## src/rtl/display_scheduler_pkg.sv

```systemverilog
// Shared types for the display scheduler: FSM states, display sources and
// the source-to-select decode used by the output register.
package display_pkg;

    typedef enum logic [2:0] {
        CLK,
        COOK,
        TIMER,
        PEEK,
        ALERT
    } stateT;

    typedef enum logic [1:0] {
        SRC_C,
        SRC_K,
        SRC_T
    } srcT;

    localparam int IDLE_SEC_DEF  = 10;
    localparam int PEEK_SEC_DEF  = 3;
    localparam int ALERT_SEC_DEF = 5;
    localparam int CNT_W_DEF     = 4;

    // Bit order of the select vector is {ShowT, ShowK, ShowC}.
    function automatic logic [2:0] srcToSel(srcT src);
        logic [2:0] sel;
        sel = 3'b001;
        case (src)
            SRC_K:   sel = 3'b010;
            SRC_T:   sel = 3'b100;
            default: sel = 3'b001;
        endcase
        return sel;
    endfunction

endpackage

```

## src/rtl/display_scheduler_if.sv

```systemverilog
// Signal bundle between the microwave front panel logic and the display
// scheduler; the master drives keys and status, the slave drives selects.
interface display_scheduler_if;
    import display_pkg::*;

    // No valid/ready here: Tick1Hz, Key*, *Done are single-cycle pulses that
    // are consumed on the edge they are seen, *Active are levels, and every
    // output is a registered level that changes one cycle after its cause.
    logic  Tick1Hz;
    logic  KeyClock;
    logic  KeyCook;
    logic  KeyTimer;
    logic  CookActive;
    logic  TimerActive;
    logic  CookDone;
    logic  TimerDone;
    logic  ShowC;
    logic  ShowK;
    logic  ShowT;
    logic  Blink;
    logic  AlertActive;
    stateT DbgState;

    modport master (
        output Tick1Hz, KeyClock, KeyCook, KeyTimer,
        output CookActive, TimerActive, CookDone, TimerDone,
        input  ShowC, ShowK, ShowT, Blink, AlertActive, DbgState
    );

    modport slave (
        input  Tick1Hz, KeyClock, KeyCook, KeyTimer,
        input  CookActive, TimerActive, CookDone, TimerDone,
        output ShowC, ShowK, ShowT, Blink, AlertActive, DbgState
    );

endinterface

```

## src/rtl/display_scheduler_tick_timeout.sv

```systemverilog
// Counts second ticks since the last clear and flags the tick that brings
// the count up to Limit.
module tick_timeout #(
    parameter int CNT_W = 4
) (
    input  logic             Clock,
    input  logic             nReset,
    input  logic             Clear,
    input  logic             Tick,
    input  logic [CNT_W-1:0] Limit,
    output logic             Expired
);

    logic [CNT_W-1:0] count;

    always_ff @(posedge Clock or negedge nReset) begin
        if (!nReset) begin
            count <= '0;
        end else if (Clear) begin
            count <= '0;
        end else if (Tick) begin
            count <= count + CNT_W'(1);
        end
    end

    // Independent of Clear so the caller can let a key pre-empt the timeout.
    assign Expired = Tick && ((count + CNT_W'(1)) == Limit);

endmodule

```

## src/rtl/display_scheduler.sv

```systemverilog
// Chooses which source the four-digit display shows (clock, cook, timer),
// handling key navigation, idle return, peeks and done alerts.
module display_scheduler
    import display_pkg::*;
#(
    parameter int IDLE_SEC  = IDLE_SEC_DEF,
    parameter int PEEK_SEC  = PEEK_SEC_DEF,
    parameter int ALERT_SEC = ALERT_SEC_DEF,
    parameter int CNT_W     = CNT_W_DEF
) (
    input logic                Clock,
    input logic                nReset,
    display_scheduler_if.slave bus
);

    localparam logic [CNT_W-1:0] IDLE_L  = CNT_W'(IDLE_SEC);
    localparam logic [CNT_W-1:0] PEEK_L  = CNT_W'(PEEK_SEC);
    localparam logic [CNT_W-1:0] ALERT_L = CNT_W'(ALERT_SEC);

    stateT stateQ, nState;
    stateT retQ, nRet;
    srcT   srcQ, nSrc;
    srcT   pendSrc, nPendSrc;
    srcT   nDisp;
    logic  pendV, nPendV;
    logic  blinkQ, nBlink;
    logic  restart;
    logic  [2:0] selQ;
    logic  alertQ;
    logic  cookActD, timerActD;

    logic  keyC, keyK, keyT, keyAny;
    srcT   keySrc, doneSrc, retSrc, effPendSrc;
    logic  doneAny, effPendV, cookRise, timerRise;
    logic  clear, expired;
    logic  [CNT_W-1:0] limit;

    assign keyC   = bus.KeyClock;
    assign keyK   = bus.KeyCook && !bus.KeyClock;
    assign keyT   = bus.KeyTimer && !bus.KeyClock && !bus.KeyCook;
    assign keyAny = keyC || keyK || keyT;
    assign keySrc = keyC ? SRC_C : (keyK ? SRC_K : SRC_T);

    assign doneAny    = bus.CookDone || bus.TimerDone;
    assign doneSrc    = bus.CookDone ? SRC_K : SRC_T;
    assign effPendV   = pendV || doneAny;
    assign effPendSrc = pendV ? pendSrc : doneSrc;
    assign retSrc     = (retQ == TIMER) ? SRC_T : SRC_K;

    assign cookRise  = bus.CookActive && !cookActD;
    assign timerRise = bus.TimerActive && !timerActD;

    always_comb begin
        limit = IDLE_L;
        case (stateQ)
            PEEK:    limit = PEEK_L;
            ALERT:   limit = ALERT_L;
            default: limit = IDLE_L;
        endcase
    end

    tick_timeout #(.CNT_W(CNT_W)) uTimeout (
        .Clock   (Clock),
        .nReset  (nReset),
        .Clear   (clear),
        .Tick    (bus.Tick1Hz),
        .Limit   (limit),
        .Expired (expired)
    );

    always_comb begin
        nState   = stateQ;
        nRet     = retQ;
        nSrc     = srcQ;
        nPendV   = pendV;
        nPendSrc = pendSrc;
        nBlink   = blinkQ;
        restart  = 1'b0;
        if (stateQ != ALERT && doneAny) begin
            nState   = ALERT;
            nSrc     = doneSrc;
            nPendV   = bus.CookDone && bus.TimerDone;
            nPendSrc = SRC_T;
            nBlink   = 1'b1;
        end else begin
            case (stateQ)
                CLK: begin
                    if (keyK)           nState = COOK;
                    else if (keyT)      nState = TIMER;
                    else if (cookRise)  nState = COOK;
                    else if (timerRise) nState = TIMER;
                end
                COOK: begin
                    if (bus.CookActive) begin
                        if (keyC || keyT) begin
                            nState = PEEK;
                            nSrc   = keySrc;
                            nRet   = COOK;
                        end
                    end else if (keyC)  nState  = CLK;
                    else if (keyT)      nState  = TIMER;
                    else if (keyK)      restart = 1'b1;
                    else if (expired)   nState  = CLK;
                end
                TIMER: begin
                    if (bus.TimerActive) begin
                        if (keyC || keyK) begin
                            nState = PEEK;
                            nSrc   = keySrc;
                            nRet   = TIMER;
                        end
                    end else if (keyC)  nState  = CLK;
                    else if (keyK)      nState  = COOK;
                    else if (keyT)      restart = 1'b1;
                    else if (expired)   nState  = CLK;
                end
                PEEK: begin
                    if (keyAny) begin
                        if (keySrc == retSrc) begin
                            nState = retQ;
                        end else begin
                            nSrc    = keySrc;
                            restart = 1'b1;
                        end
                    end else if (expired) begin
                        nState = retQ;
                    end
                end
                ALERT: begin
                    // A done pulse on the exit cycle still counts as pending.
                    if (keyAny || expired) begin
                        nPendV = 1'b0;
                        if (effPendV) begin
                            nSrc    = effPendSrc;
                            restart = 1'b1;
                            nBlink  = 1'b1;
                        end else begin
                            nState = CLK;
                        end
                    end else begin
                        nPendV   = effPendV;
                        nPendSrc = effPendSrc;
                        if (bus.Tick1Hz) nBlink = !blinkQ;
                    end
                end
                default: nState = CLK;
            endcase
        end
        if (nState != ALERT) nBlink = 1'b0;

        case (nState)
            CLK:     nDisp = SRC_C;
            COOK:    nDisp = SRC_K;
            TIMER:   nDisp = SRC_T;
            default: nDisp = nSrc;
        endcase
    end

    // Counter is held at zero whenever no timeout can apply in this state.
    assign clear = (nState != stateQ) || restart || (stateQ == CLK)
                || (stateQ == COOK && bus.CookActive)
                || (stateQ == TIMER && bus.TimerActive);

    always_ff @(posedge Clock or negedge nReset) begin
        if (!nReset) begin
            stateQ    <= CLK;
            retQ      <= COOK;
            srcQ      <= SRC_C;
            pendV     <= 1'b0;
            pendSrc   <= SRC_C;
            blinkQ    <= 1'b0;
            selQ      <= 3'b001;
            alertQ    <= 1'b0;
            cookActD  <= 1'b0;
            timerActD <= 1'b0;
        end else begin
            stateQ    <= nState;
            retQ      <= nRet;
            srcQ      <= nSrc;
            pendV     <= nPendV;
            pendSrc   <= nPendSrc;
            blinkQ    <= nBlink;
            selQ      <= srcToSel(nDisp);
            alertQ    <= (nState == ALERT);
            cookActD  <= bus.CookActive;
            timerActD <= bus.TimerActive;
        end
    end

    assign bus.ShowC       = selQ[0];
    assign bus.ShowK       = selQ[1];
    assign bus.ShowT       = selQ[2];
    assign bus.Blink       = blinkQ;
    assign bus.AlertActive = alertQ;
    assign bus.DbgState    = stateQ;

endmodule

```

## src/flat_wrapper.sv

```systemverilog
// flat-port wrapper written by rule: the top's interface ports become plain ports
module display_scheduler_flat import display_pkg::*;
#(
    parameter int IDLE_SEC  = IDLE_SEC_DEF,
    parameter int PEEK_SEC  = PEEK_SEC_DEF,
    parameter int ALERT_SEC = ALERT_SEC_DEF,
    parameter int CNT_W     = CNT_W_DEF
)
  (Clock, nReset, bus_Tick1Hz, bus_KeyClock, bus_KeyCook, bus_KeyTimer, bus_CookActive, bus_TimerActive, bus_CookDone, bus_TimerDone, bus_ShowC, bus_ShowK, bus_ShowT, bus_Blink, bus_AlertActive, bus_DbgState);
  display_scheduler_if bus_i ();
  input logic Clock;
  input logic nReset;
  input wire logic [$bits(bus_i.Tick1Hz)-1:0] bus_Tick1Hz;
  input wire logic [$bits(bus_i.KeyClock)-1:0] bus_KeyClock;
  input wire logic [$bits(bus_i.KeyCook)-1:0] bus_KeyCook;
  input wire logic [$bits(bus_i.KeyTimer)-1:0] bus_KeyTimer;
  input wire logic [$bits(bus_i.CookActive)-1:0] bus_CookActive;
  input wire logic [$bits(bus_i.TimerActive)-1:0] bus_TimerActive;
  input wire logic [$bits(bus_i.CookDone)-1:0] bus_CookDone;
  input wire logic [$bits(bus_i.TimerDone)-1:0] bus_TimerDone;
  output wire logic [$bits(bus_i.ShowC)-1:0] bus_ShowC;
  output wire logic [$bits(bus_i.ShowK)-1:0] bus_ShowK;
  output wire logic [$bits(bus_i.ShowT)-1:0] bus_ShowT;
  output wire logic [$bits(bus_i.Blink)-1:0] bus_Blink;
  output wire logic [$bits(bus_i.AlertActive)-1:0] bus_AlertActive;
  output wire logic [$bits(bus_i.DbgState)-1:0] bus_DbgState;
  assign bus_i.Tick1Hz = bus_Tick1Hz;
  assign bus_i.KeyClock = bus_KeyClock;
  assign bus_i.KeyCook = bus_KeyCook;
  assign bus_i.KeyTimer = bus_KeyTimer;
  assign bus_i.CookActive = bus_CookActive;
  assign bus_i.TimerActive = bus_TimerActive;
  assign bus_i.CookDone = bus_CookDone;
  assign bus_i.TimerDone = bus_TimerDone;
  assign bus_ShowC = bus_i.ShowC;
  assign bus_ShowK = bus_i.ShowK;
  assign bus_ShowT = bus_i.ShowT;
  assign bus_Blink = bus_i.Blink;
  assign bus_AlertActive = bus_i.AlertActive;
  assign bus_DbgState = bus_i.DbgState;
  display_scheduler #(.IDLE_SEC(IDLE_SEC), .PEEK_SEC(PEEK_SEC), .ALERT_SEC(ALERT_SEC), .CNT_W(CNT_W)) u_core (.Clock(Clock), .nReset(nReset), .bus(bus_i));
endmodule
```

## config.mk

```make
export PLATFORM = sky130hd
export DESIGN_NAME = display_scheduler_flat
export DESIGN_NICKNAME = d
export VERILOG_FILES = /design/src/rtl/display_scheduler_pkg.sv /design/src/rtl/display_scheduler_if.sv /design/src/rtl/display_scheduler_tick_timeout.sv /design/src/rtl/display_scheduler.sv /design/src/flat_wrapper.sv
export SDC_FILE = /design/constraint.sdc
export NUM_CORES = 1
export LEC_CHECK = 0
export CORE_ASPECT_RATIO = 1.75
export CORE_MARGIN = 3
export CORE_UTILIZATION = 60
export CTS_CLUSTER_SIZE = 10
export DETAILED_ROUTE_END_ITERATION = 10
export HOLD_SLACK_MARGIN = 0.03
export PLACE_DENSITY = 0.84
export REMOVE_ABC_BUFFERS = 1
export SETUP_SLACK_MARGIN = 0.5
export SLEW_MARGIN = 10
export SYNTH_ARGS = -nofsm -noshare
export SYNTH_HDL_FRONTEND = slang
export SYNTH_HIERARCHICAL = 1
export SYNTH_SLANG_ARGS = --single-unit
```

## constraint.sdc

```tcl
create_clock -name Clock -period 4.9 [get_ports Clock]
set_input_delay 0.98 -clock Clock [delete_from_list [all_inputs] [get_ports Clock]]
set_output_delay 0.98 -clock Clock [all_outputs]
set_load 0.1 [all_outputs]
```

==> run summary <==
crit-path max FO: 16
Starting Density: 63.4%
Leak Pwr: 0.729 nW
pin count of the biggest net entering global routing: 22
average size of a mapped cell: 8.25 um2
Req. time, crit path: 5.09 ns
commonest non-fill, non-tap cells in the layout: nor2_1 (29), dfrtp_1 (19), clkdlybuf4s50_1 (17)
final routed DRC violation total: 0
Rel. slew slack: 35.0%
post-synthesis sequential area ratio: 33.0%
Yosys cell types: 56
Post-Synthesis Cells: 194
DIE AREA: 3350 um2
Port Buffers: 17
first-pass GRT wire length: 7130 um
EDFF count, synth: 0
worst hold path class: reg -> reg
YS warnings: 6
clk_lat worst skew: 0.26 ns
total internal power: 338 uW
clock skew: 0.00377 ns
routed len/inst: 18.4 um
initial antenna violation count: 0
Max Root-Sink Buffers: 2
share of cells above drive strength 1: 6.76%
Clock transition at path regs: 0.08 ns
gr ovfl total: 0
final setup fails: 0
crit path cell chain: or3b_1 -> nand2_1 -> inv_1 -> xor2_1 -> xnor2_1 -> nor3_2 -> nor2b_1 -> o211a_1 -> a2bb2oi_1 -> o21ai_0 -> nor3b_1 -> a2111o_1 -> nor2_1
clock network fraction of total power: 19.6%
flop and latch count out of synthesis: 21
Setup Buffers After CTS: 0
highest clock rate: 270 MHz
crit end category: flop
pins over their slew limit: 0
hold_sp: u_core/pendSrc[0]
FF-to-FF path depth: 13
CP Class: reg -> reg
Clock Sink Count: 21
Synth Cell Area: 1600 um2
nature of the critical path startpoint: flop
Seq pwr share: 37.9%
Die Y: 74.3 um
arrival time worst endpoint: 3.90 ns
RSZ-0062 raised after global routing: no
TNS Setup: 0 ns
Total Wirelength: 4290 um
Diodes inserted: 0
worst reg2reg path endpoint: u_core/uTimeout/count[2]
Worst Tran Pin Value: 0.972 ns
htree depth: 1
gr usage total: 29.0%
Final min period: 3.70 ns
core area: 2520 um2
Inserted Clock Buffers: 3
Max stage delay on crit path: 0.64 ns
area delta synth->final: 13.0%
CTS tree: yes
Initial DRC Count: 100
WHS Path Cells: 2
I/O pin total: 18
Comb power frac: 42.5%
hpwl dp: 3250 um
fill count: 197
R2R Path Start: u_core/bus.DbgState[2]
clock root cell: clkbuf_8
drt via density: 6.54
Layout Nets: 221
GP Congestion: 0.992
asr flop ratio synth: 100%
router iterations before antenna repair: 4
cell family with most CP delay: simple AND/OR/NAND/NOR gates
Peak VDD IR: 0.333 mV
Die Span X: 45.0 um
Sw Ratio: 43.5%
Bufs and invs on worst path: 1
top_reg_cell synth: dfrtp_1
PD cells: 331 nW/um2
Min-Delay Endpoint: u_core/pendSrc[0]
most common cell after layout, fill and taps aside: nor2_1
post-CTS sizing: 0
DR vias: 1524
vias in the first global route: 1478
R2R Setup Slk: 1.20 ns
final hold slack: 0.530 ns
Final Hold Fails: 0
hold-fix buffers at CTS: 0
number of max-cap violations: 0
Final Cycle Share: 75.6%
status: finished, final reports clean
placement row count: 24
Routed Antenna Nets: 0
Critical Path Slowest Stage Cell: dfrtp_1
P_sw: 261 uW
-- tightest hold or removal path: stages, from the launching register on --
cell	delay, ns
dfrtp_1	0.35
o21ai_0	0.08
o31ai_1	0.07
-- logic make-up after synthesis --
kind of cell	share of synthesized area, %
compound gates	23.1
xor+xnor	5.47
fa+ha+maj	2.35
buf+inv	5.00
flops	33.0
mux	1.33
simple gates	29.7
-- flip-flops by register name, summed over array words and instances (netlist names) --
register,count
u_core/timerActD,1
u_core/bus.DbgState,3
u_core/uTimeout/count,4
u_core/bus.AlertActive,1
u_core/cookActD,1
u_core/bus.Blink,1
u_core/srcQ,2
u_core/pendV,1
u_core/selQ,3
u_core/retQ,2
u_core/pendSrc,2
-- routing by layer --
metal | up-vias | track usage, % | routed length [um]
met2 | 65 | 47.2 | 2240
li1 | 721 | - | -
met3 | 21 | 3.63 | 211
met5 | - | 0 | 0
met1 | 717 | 34.8 | 1600
met4 | 0 | 19.2 | 246
-- area by class of cell --
cell class | instances | area, um2 | share of cell area [%]
Clock inverter | 1 | 7.51 | 0.415
Clock buffer | 3 | 41.3 | 2.28
Inverter | 9 | 36.3 | 2.01
Timing Repair Buffer | 17 | 170 | 9.41
Sequential cell | 21 | 528 | 29.2
Multi-Input combinational cell | 156 | 992 | 54.9
Tap cell | 26 | 32.5 | 1.80
-- worst max-delay path by stage --
stage | start | end | slack (ns) | depth (start not counted)
floorplan | u_core/bus.DbgState[2] | u_core/uTimeout/count[0] | 1.02 | 13
global placement | bus_Tick1Hz | u_core/selQ[0] | 1.35 | 10
detailed placement | u_core/bus.DbgState[2] | u_core/uTimeout/count[2] | 1.28 | 13
CTS | u_core/bus.DbgState[2] | u_core/uTimeout/count[2] | 1.23 | 13
global route | u_core/bus.DbgState[2] | u_core/uTimeout/count[2] | 0.88 | 13
finish | u_core/bus.DbgState[2] | u_core/uTimeout/count[2] | 1.20 | 13
-- synthesized netlist by cell type, types with 2 or more instances --
cell	instances	area, um2
dfrtp_1	19	475
nand2_1	13	48.8
a32oi_1	2	17.5
nand4_1	2	12.5
o21ai_0	11	55.1
nand2b_1	10	62.6
clkbuf_1	2	7.51
nor3b_1	2	15.0
ha_1	3	37.5
xnor2_1	6	52.6
inv_1	8	30.0
buf_2	5	25.0
o211a_1	2	20.0
a211oi_1	2	15.0
and2_1	5	31.3
nand3_1	3	15.0
o21ai_1	4	20.0
o31ai_1	2	15.0
o22ai_1	2	12.5
a21boi_0	2	15.0
a31oi_1	6	37.5
nor2b_1	5	31.3
dfstp_2	2	52.6
nor3_1	5	25.0
or3_1	2	12.5
xor2_1	4	35.0
a21oi_1	8	40.0
nor2_1	29	109
-- metrics by stage --
stage          std cells  area (um2)  power (mW)  utilization [%]  setup slack (ns)
2_1_floorplan        186        1560       0.408                -              1.02
3_3_place_gp         229        1760       0.476             69.7              1.35
3_5_place_dp         229        1760       0.481             69.7              1.28
4_1_cts              233        1810       0.601             71.7              1.23
5_1_grt              233        1810       0.632             71.7             0.882
6_report             233        1810       0.599             71.7              1.20
-- power groups by stage --
stage                     sequential (mW)  combinational [mW]  clock, mW
after floorplan                     0.307               0.101          0
after global placement              0.228               0.248          0
after detailed placement            0.229               0.252          0
after CTS                           0.226               0.254      0.122
after global routing                0.230               0.272      0.130
final                               0.227               0.255      0.118
Power figures use the tool's default switching activity.
